$ cat config.mk
export PLATFORM = sky130hd
export DESIGN_NAME = ddrphy_cke_lane_ctrl
export DESIGN_NICKNAME = d
export VERILOG_FILES = /design/src/rtl/ddrphy_cke_pkg.sv /design/src/rtl/ddrphy_dly_step_fsm.sv /design/src/rtl/ddrphy_cke_lane_ctrl.sv
export SDC_FILE = /design/constraint.sdc
export NUM_CORES = 1
export LEC_CHECK = 0
export CAP_MARGIN = 10
export CORE_MARGIN = 5
export CORE_UTILIZATION = 50
export DETAILED_ROUTE_END_ITERATION = 12
export GPL_TIMING_DRIVEN = 1
export MAX_ROUTING_LAYER = met4
export PLACE_DENSITY_LB_ADDON = 0.25
export SYNTH_ARGS = -nofsm -noshare
export SYNTH_HDL_FRONTEND = slang
export SYNTH_SLANG_ARGS = --single-unit
$ cat constraint.sdc
create_clock -name FAB_CLK -period 3.4 [get_ports FAB_CLK]
set_input_delay 0.68 -clock FAB_CLK [delete_from_list [all_inputs] [get_ports FAB_CLK]]
set_output_delay 0.68 -clock FAB_CLK [all_outputs]
set_load 0.1 [all_outputs]
$ cat src/rtl/ddrphy_cke_pkg.sv
// Shared types and constants for the DDR3 PHY CKE lane controller.
// Holds the adjust FSM state encoding and lane reset levels.
package ddrphy_cke_pkg;

    localparam int TAP_W = 8;
    localparam int CNT_W = 4;

    localparam logic       CKE_RST = 1'b0;
    localparam logic [3:0] OE_RST  = 4'b1111;

    typedef enum logic [2:0] {
        ST_IDLE,
        ST_LOAD,
        ST_SETUP,
        ST_MOVE,
        ST_GAP,
        ST_DONE
    } adj_state_e;

    // True when one more tap in direction dir would leave 0..max.
    function automatic logic tap_at_edge(
        input logic [TAP_W-1:0] tap,
        input logic             dir,
        input logic [TAP_W-1:0] max
    );
        return dir ? (tap == max) : (tap == '0);
    endfunction

endpackage

$ cat src/rtl/ddrphy_dly_step_fsm.sv
// Delay-line adjust sequencer: direction setup, spaced MOVE pulses,
// LOAD restore, out-of-range abort and tap tracking.
module ddrphy_dly_step_fsm
    import ddrphy_cke_pkg::*;
#(
    parameter int STEP_GAP    = 4,
    parameter int LOAD_CYCLES = 2,
    parameter int INIT_TAP    = 1,
    parameter int DLY_MAX     = 255
) (
    input  logic             clk,
    input  logic             rst_n,
    input  logic             adj_valid,
    output logic             adj_ready,
    input  logic             adj_dir,
    input  logic [TAP_W-1:0] adj_steps,
    input  logic             adj_load,
    output logic             adj_done,
    output logic             adj_oor,
    output logic [TAP_W-1:0] tap_count,
    output logic             dly_move,
    output logic             dly_dir,
    output logic             dly_load,
    input  logic             dly_oor
);

    localparam logic [TAP_W-1:0] TAP_INIT = TAP_W'(INIT_TAP);
    localparam logic [TAP_W-1:0] TAP_MAX  = TAP_W'(DLY_MAX);
    localparam logic [CNT_W-1:0] GAP_LD   = CNT_W'(STEP_GAP - 1);
    localparam logic [CNT_W-1:0] LOAD_LD  = CNT_W'(LOAD_CYCLES - 1);

    adj_state_e       state_q;
    adj_state_e       state_d;
    logic [TAP_W-1:0] tap_q;
    logic [TAP_W-1:0] rem_q;
    logic [CNT_W-1:0] cnt_q;
    logic             dir_q;
    logic             oor_q;
    logic             rdy_en_q;
    logic             ready;
    logic             accept;
    logic             at_edge;

    assign accept  = adj_valid & ready;
    assign at_edge = tap_at_edge(tap_q, dir_q, TAP_MAX);

    // State register.
    always_ff @(posedge clk or negedge rst_n) begin
        if (!rst_n) begin
            state_q <= ST_IDLE;
        end else begin
            state_q <= state_d;
        end
    end

    // Next-state selection.
    always_comb begin
        state_d = state_q;
        unique case (state_q)
            ST_IDLE: begin
                if (accept) begin
                    if (adj_load) begin
                        state_d = ST_LOAD;
                    end else if (adj_steps == '0) begin
                        state_d = ST_DONE;
                    end else begin
                        state_d = ST_SETUP;
                    end
                end
            end
            ST_LOAD: begin
                if (cnt_q == '0) begin
                    state_d = ST_DONE;
                end
            end
            ST_SETUP: begin
                state_d = at_edge ? ST_DONE : ST_MOVE;
            end
            ST_MOVE: begin
                state_d = (rem_q == TAP_W'(1)) ? ST_DONE : ST_GAP;
            end
            ST_GAP: begin
                if (dly_oor) begin
                    state_d = ST_DONE;
                end else if (cnt_q == '0) begin
                    state_d = ST_SETUP;
                end
            end
            ST_DONE: begin
                state_d = ST_IDLE;
            end
            default: begin
                state_d = ST_IDLE;
            end
        endcase
    end

    // Lane strobes and handshake decoded from the current state.
    always_comb begin
        ready    = rdy_en_q & (state_q == ST_IDLE);
        dly_move = (state_q == ST_MOVE);
        dly_load = (state_q == ST_LOAD);
        adj_done = (state_q == ST_DONE);
    end

    // Tap tracking, step/gap/load counters, direction and sticky abort flag.
    always_ff @(posedge clk or negedge rst_n) begin
        if (!rst_n) begin
            tap_q    <= TAP_INIT;
            rem_q    <= '0;
            cnt_q    <= '0;
            dir_q    <= 1'b0;
            oor_q    <= 1'b0;
            rdy_en_q <= 1'b0;
        end else begin
            rdy_en_q <= 1'b1;
            unique case (state_q)
                ST_IDLE: begin
                    if (accept) begin
                        oor_q <= 1'b0;
                        if (adj_load) begin
                            cnt_q <= LOAD_LD;
                        end else if (adj_steps != '0) begin
                            dir_q <= adj_dir;
                            rem_q <= adj_steps;
                        end
                    end
                end
                ST_LOAD: begin
                    if (cnt_q == '0) begin
                        tap_q <= TAP_INIT;
                    end else begin
                        cnt_q <= cnt_q - 1'b1;
                    end
                end
                ST_SETUP: begin
                    if (at_edge) begin
                        oor_q <= 1'b1;
                    end
                end
                ST_MOVE: begin
                    tap_q <= dir_q ? tap_q + 1'b1 : tap_q - 1'b1;
                    rem_q <= rem_q - 1'b1;
                    cnt_q <= GAP_LD;
                end
                ST_GAP: begin
                    if (dly_oor) begin
                        oor_q <= 1'b1;
                    end else if (cnt_q != '0) begin
                        cnt_q <= cnt_q - 1'b1;
                    end
                end
                default: begin
                end
            endcase
        end
    end

    assign adj_ready = ready;
    assign adj_oor   = oor_q;
    assign tap_count = tap_q;
    assign dly_dir   = dir_q;

endmodule

$ cat src/rtl/ddrphy_cke_lane_ctrl.sv
// Fabric-side CKE lane controller: CKE hold/expansion to TX/OE words
// plus the delay-line adjust sequencer for the CKE I/O lane.
module ddrphy_cke_lane_ctrl
    import ddrphy_cke_pkg::*;
#(
    parameter int TCKE_MIN    = 4,
    parameter int STEP_GAP    = 4,
    parameter int LOAD_CYCLES = 2,
    parameter int INIT_TAP    = 1,
    parameter int DLY_MAX     = 255
) (
    input  logic             FAB_CLK,
    input  logic             ARST_N,
    input  logic             CKE_REQ,
    input  logic             ADJ_VALID,
    output logic             ADJ_READY,
    input  logic             ADJ_DIR,
    input  logic [TAP_W-1:0] ADJ_STEPS,
    input  logic             ADJ_LOAD,
    output logic             ADJ_DONE,
    output logic             ADJ_OOR,
    output logic [TAP_W-1:0] TAP_COUNT,
    output logic [3:0]       TX_DATA_0,
    output logic [3:0]       OE_DATA_0,
    output logic             DELAY_LINE_MOVE_0,
    output logic             DELAY_LINE_DIRECTION_0,
    output logic             DELAY_LINE_LOAD_0,
    input  logic             DELAY_LINE_OUT_OF_RANGE_0,
    output logic             ODT_EN_0
);

    localparam int HOLD_W = (TCKE_MIN > 2) ? $clog2(TCKE_MIN) : 1;
    localparam logic [HOLD_W-1:0] HOLD_LD = HOLD_W'(TCKE_MIN - 1);

    logic              cke_q;
    logic [HOLD_W-1:0] hold_q;
    logic [3:0]        tx_q;
    logic [3:0]        oe_q;

    // CKE level with minimum hold: new requests only sampled once hold expires.
    always_ff @(posedge FAB_CLK or negedge ARST_N) begin
        if (!ARST_N) begin
            cke_q  <= CKE_RST;
            hold_q <= '0;
        end else if (hold_q == '0) begin
            cke_q <= CKE_REQ;
            if (CKE_REQ != cke_q) begin
                hold_q <= HOLD_LD;
            end
        end else begin
            hold_q <= hold_q - 1'b1;
        end
    end

    // Expand the CKE level into the per-FAB_CLK serialiser words.
    always_ff @(posedge FAB_CLK or negedge ARST_N) begin
        if (!ARST_N) begin
            tx_q <= {4{CKE_RST}};
            oe_q <= OE_RST;
        end else begin
            tx_q <= {4{cke_q}};
            oe_q <= OE_RST;
        end
    end

    assign TX_DATA_0 = tx_q;
    assign OE_DATA_0 = oe_q;
    assign ODT_EN_0  = 1'b0;

    ddrphy_dly_step_fsm #(
        .STEP_GAP    (STEP_GAP),
        .LOAD_CYCLES (LOAD_CYCLES),
        .INIT_TAP    (INIT_TAP),
        .DLY_MAX     (DLY_MAX)
    ) u_step (
        .clk       (FAB_CLK),
        .rst_n     (ARST_N),
        .adj_valid (ADJ_VALID),
        .adj_ready (ADJ_READY),
        .adj_dir   (ADJ_DIR),
        .adj_steps (ADJ_STEPS),
        .adj_load  (ADJ_LOAD),
        .adj_done  (ADJ_DONE),
        .adj_oor   (ADJ_OOR),
        .tap_count (TAP_COUNT),
        .dly_move  (DELAY_LINE_MOVE_0),
        .dly_dir   (DELAY_LINE_DIRECTION_0),
        .dly_load  (DELAY_LINE_LOAD_0),
        .dly_oor   (DELAY_LINE_OUT_OF_RANGE_0)
    );

endmodule

==> results.json <==
{
  "worst_clock_skew_ps": 8.33,
  "placementRows": 23,
  "syn_area_um2": 2000,
  "critical_path.startpoint_type": "flip-flop",
  "period_needed_ps": 2600,
  "cp_top_family": "buffers and inverters",
  "final_antenna_net_count": 0,
  "yosys-top-cells-area": "dfrtp_1 (36%), o21ai_0 (6.5%), ha_1 (6.3%)",
  "hp-class": "flip-flop to flip-flop",
  "first_pass_iters": 4,
  "seq_area_um2": 752,
  "gp_congestion": 0.801,
  "clk_latency_ps": 280,
  "hold_buffers": 0,
  "crit_path_end_kind": "output port",
  "synth_common_cells": "dfrtp_1 (29), nor2_1 (27), o21ai_0 (26)",
  "syn_inst": 238,
  "cts_root_buffer": "clkbuf_8",
  "htree_num_levels": 2,
  "synth_seq_area_share": 0.376,
  "grt_start_max_net_pins": 31,
  "drc": 0,
  "ioPinCount": 38,
  "setup_viol_count_final": 0,
  "num_antenna_cells": 0,
  "drive_gt1_frac": 0.149,
  "routed_via_density": 5.44,
  "die_y_um": 73.3,
  "maxCapViolCount": 0,
  "clk_pin_slew_ps": 70,
  "slowest_stage": "dfrtp_1",
  "cp.buffers_inverters": 3,
  "routedWlPerCell_um": 13.4,
  "hold_violations": 0,
  "drv_slew": 0,
  "die_x_um": 73.3,
  "crit_type": "flip-flop to output port",
  "max_slew_margin": 0.593,
  "rsz0062_at_grt": "false",
  "status": "finished, final reports clean",
  "ys_warn_count": 0,
  "post-cts-setup-buffers": 0,
  "worstPathMaxFanout": 11,
  "ys_ff_latch": 30,
  "max_stage_delay_ps": 560,
  "core_um2": 3940,
  "grt_usage": 0.185,
  "multiInputGateArea_um2": 1130,
  "io_buffers": 32,
  "finalCritPeriodShare": 0.764,
  "yosysTopAreaCellShare": 0.363,
  "synth_cell_types": 52,
  "clockBufferDepth": 2,
  "fin_nets": 294,
  "arrival_ps": 1920,
  "grt_pass1_wl_um": 7470,
  "async_reset_ff_frac": 1.00,
  "fillerInstances": 373,
  "fmax_ghz": 0.385,
  "start_util": 0.507,
  "vias": 1735,
  "critical_path_required_ps": 2720,
  "cts_buffers": 5,
  "grt_pass1_vias": 1630,
  "tightest_slew_ps": 611,
  "globalRouteOverflowTotal": 0,
  "wl_um": 4290,
  "crit_chain": "inv_1, nor2_1, nand2_2, inv_1, buf_4",
  "synth_top_flop_cell": "dfrtp_1",
  "synthMostInstantiatedCell": "dfrtp_1",
  "cts_resized": 0,
  "numClockSinks": 30,
  "cts_tree": "built",
  "fin_tns_setup_ps": 0,
  "dieArea_um2": 5370,
  "synth_top_area_cell": "dfrtp_1",
  "avgSynthCellArea_um2": 8.41,
  "area_delta_synth_final_pct": 17.9,
  "cp_common_cell": "inv_1",
  "drt_iter0_markers": 128,
  "detailedPlacementHpwl_um": 3260,
  "antenna_found_initial": 0,
  "rrSetupSlack_ps": 1220,
  "synth-edff-count": 0
}
logic make-up (layout without fill, tap and decap cells):
| kind of cell | after synthesis | after routing | share of synthesized area |
|---|---|---|---|
| compound gates | 74 | 74 | 0.221 |
| fa+ha+maj | 11 | 11 | 0.0725 |
| simple gates | 82 | 82 | 0.201 |
| mux | 3 | 3 | 0.0169 |
| xor+xnor | 8 | 8 | 0.0350 |
| buf+inv | 28 | 55 | 0.0738 |
| other cells | 2 | 6 | 0.00375 |
| flops | 30 | 30 | 0.376 |
final timing paths:
kind                                        to  cells after the start              start
max in group asynchronous  u_step.tap_count[0]                      2             ARST_N
max                          DELAY_LINE_MOVE_0                      5  u_step.state_q[0]
min                               TX_DATA_0[0]                      0              cke_q
max reg2reg                u_step.tap_count[7]                      8     u_step.dly_dir
min in group asynchronous  u_step.tap_count[3]                      2             ARST_N
min reg2reg                       TX_DATA_0[0]                      0              cke_q
final cells by class:
cell class | instances | area share
multi-input cells | 184 | 0.477
flip-flops and latches | 30 | 0.319
repair buffers | 34 | 0.123
clock buffers | 8 | 0.0339
well taps | 50 | 0.0265
inverters | 13 | 0.0207
worst reg2reg max path: cells and delay by family, from the launching register on:
kind / cells / cell delay [ps]
adders and majority gates: 1 / 330
DFF: 1 / 470
AOI/OAI and AO/OA: 5 / 930
buffers and inverters: 1 / 200
xor gates and xnor gates: 1 / 180
per-layer routing:
metal / track usage / wire length (um) / vias up
met1: 0.234 / 1940 / 816
met2: 0.292 / 2140 / 34
li1: - / - / 880
met3: 0.0410 / 150 / 5
met4: 0.0615 / 54 / 0
met5: - / 0 / -
state kept, by name, summed over array words and instances (netlist names):
register / count
TX_DATA_0: 1
cke_q: 1
hold_q: 2
u_step.adj_oor: 1
u_step.cnt_q: 4
u_step.dly_dir: 1
u_step.rdy_en_q: 1
u_step.rem_q: 8
u_step.state_q: 3
u_step.tap_count: 8
cell usage in the layout (no fill, tap or decap), drive strengths merged, types with 2 or more instances in the layout:
cell           netlist  routed
buf                 12      20
nor2b                2       2
clkdlybuf4s50        0      14
conb                 2       6
xnor2                4       4
a21oi               16      16
ha                  10      10
o21ai               37      37
xor2                 4       4
dfrtp               29      29
nand2               21      21
nor2                28      28
inv                 13      13
a21o                 2       2
o31ai                3       3
nor3                 7       7
nand2b               7       7
nor3b                3       3
or4                  2       2
nand3                5       5
a22oi                3       3
a31oi                4       4
clkbuf               3       8
mux2                 3       3
through the flow:
stage           util  cells  worst slack [ps]  hold slack, ps  area [um^2]
2_1_floorplan      -    242               664             384         2030
3_3_place_gp   0.578    311               841             401         2280
5_1_grt        0.599    319               640             429         2360
4_1_cts        0.599    319               827             416         2360
6_report       0.599    319               801             414         2360
3_5_place_dp   0.578    311               801             403         2280
Power is not shown: default switching activity piles up to over one toggle a cycle in this logic, so the estimate is an artifact.
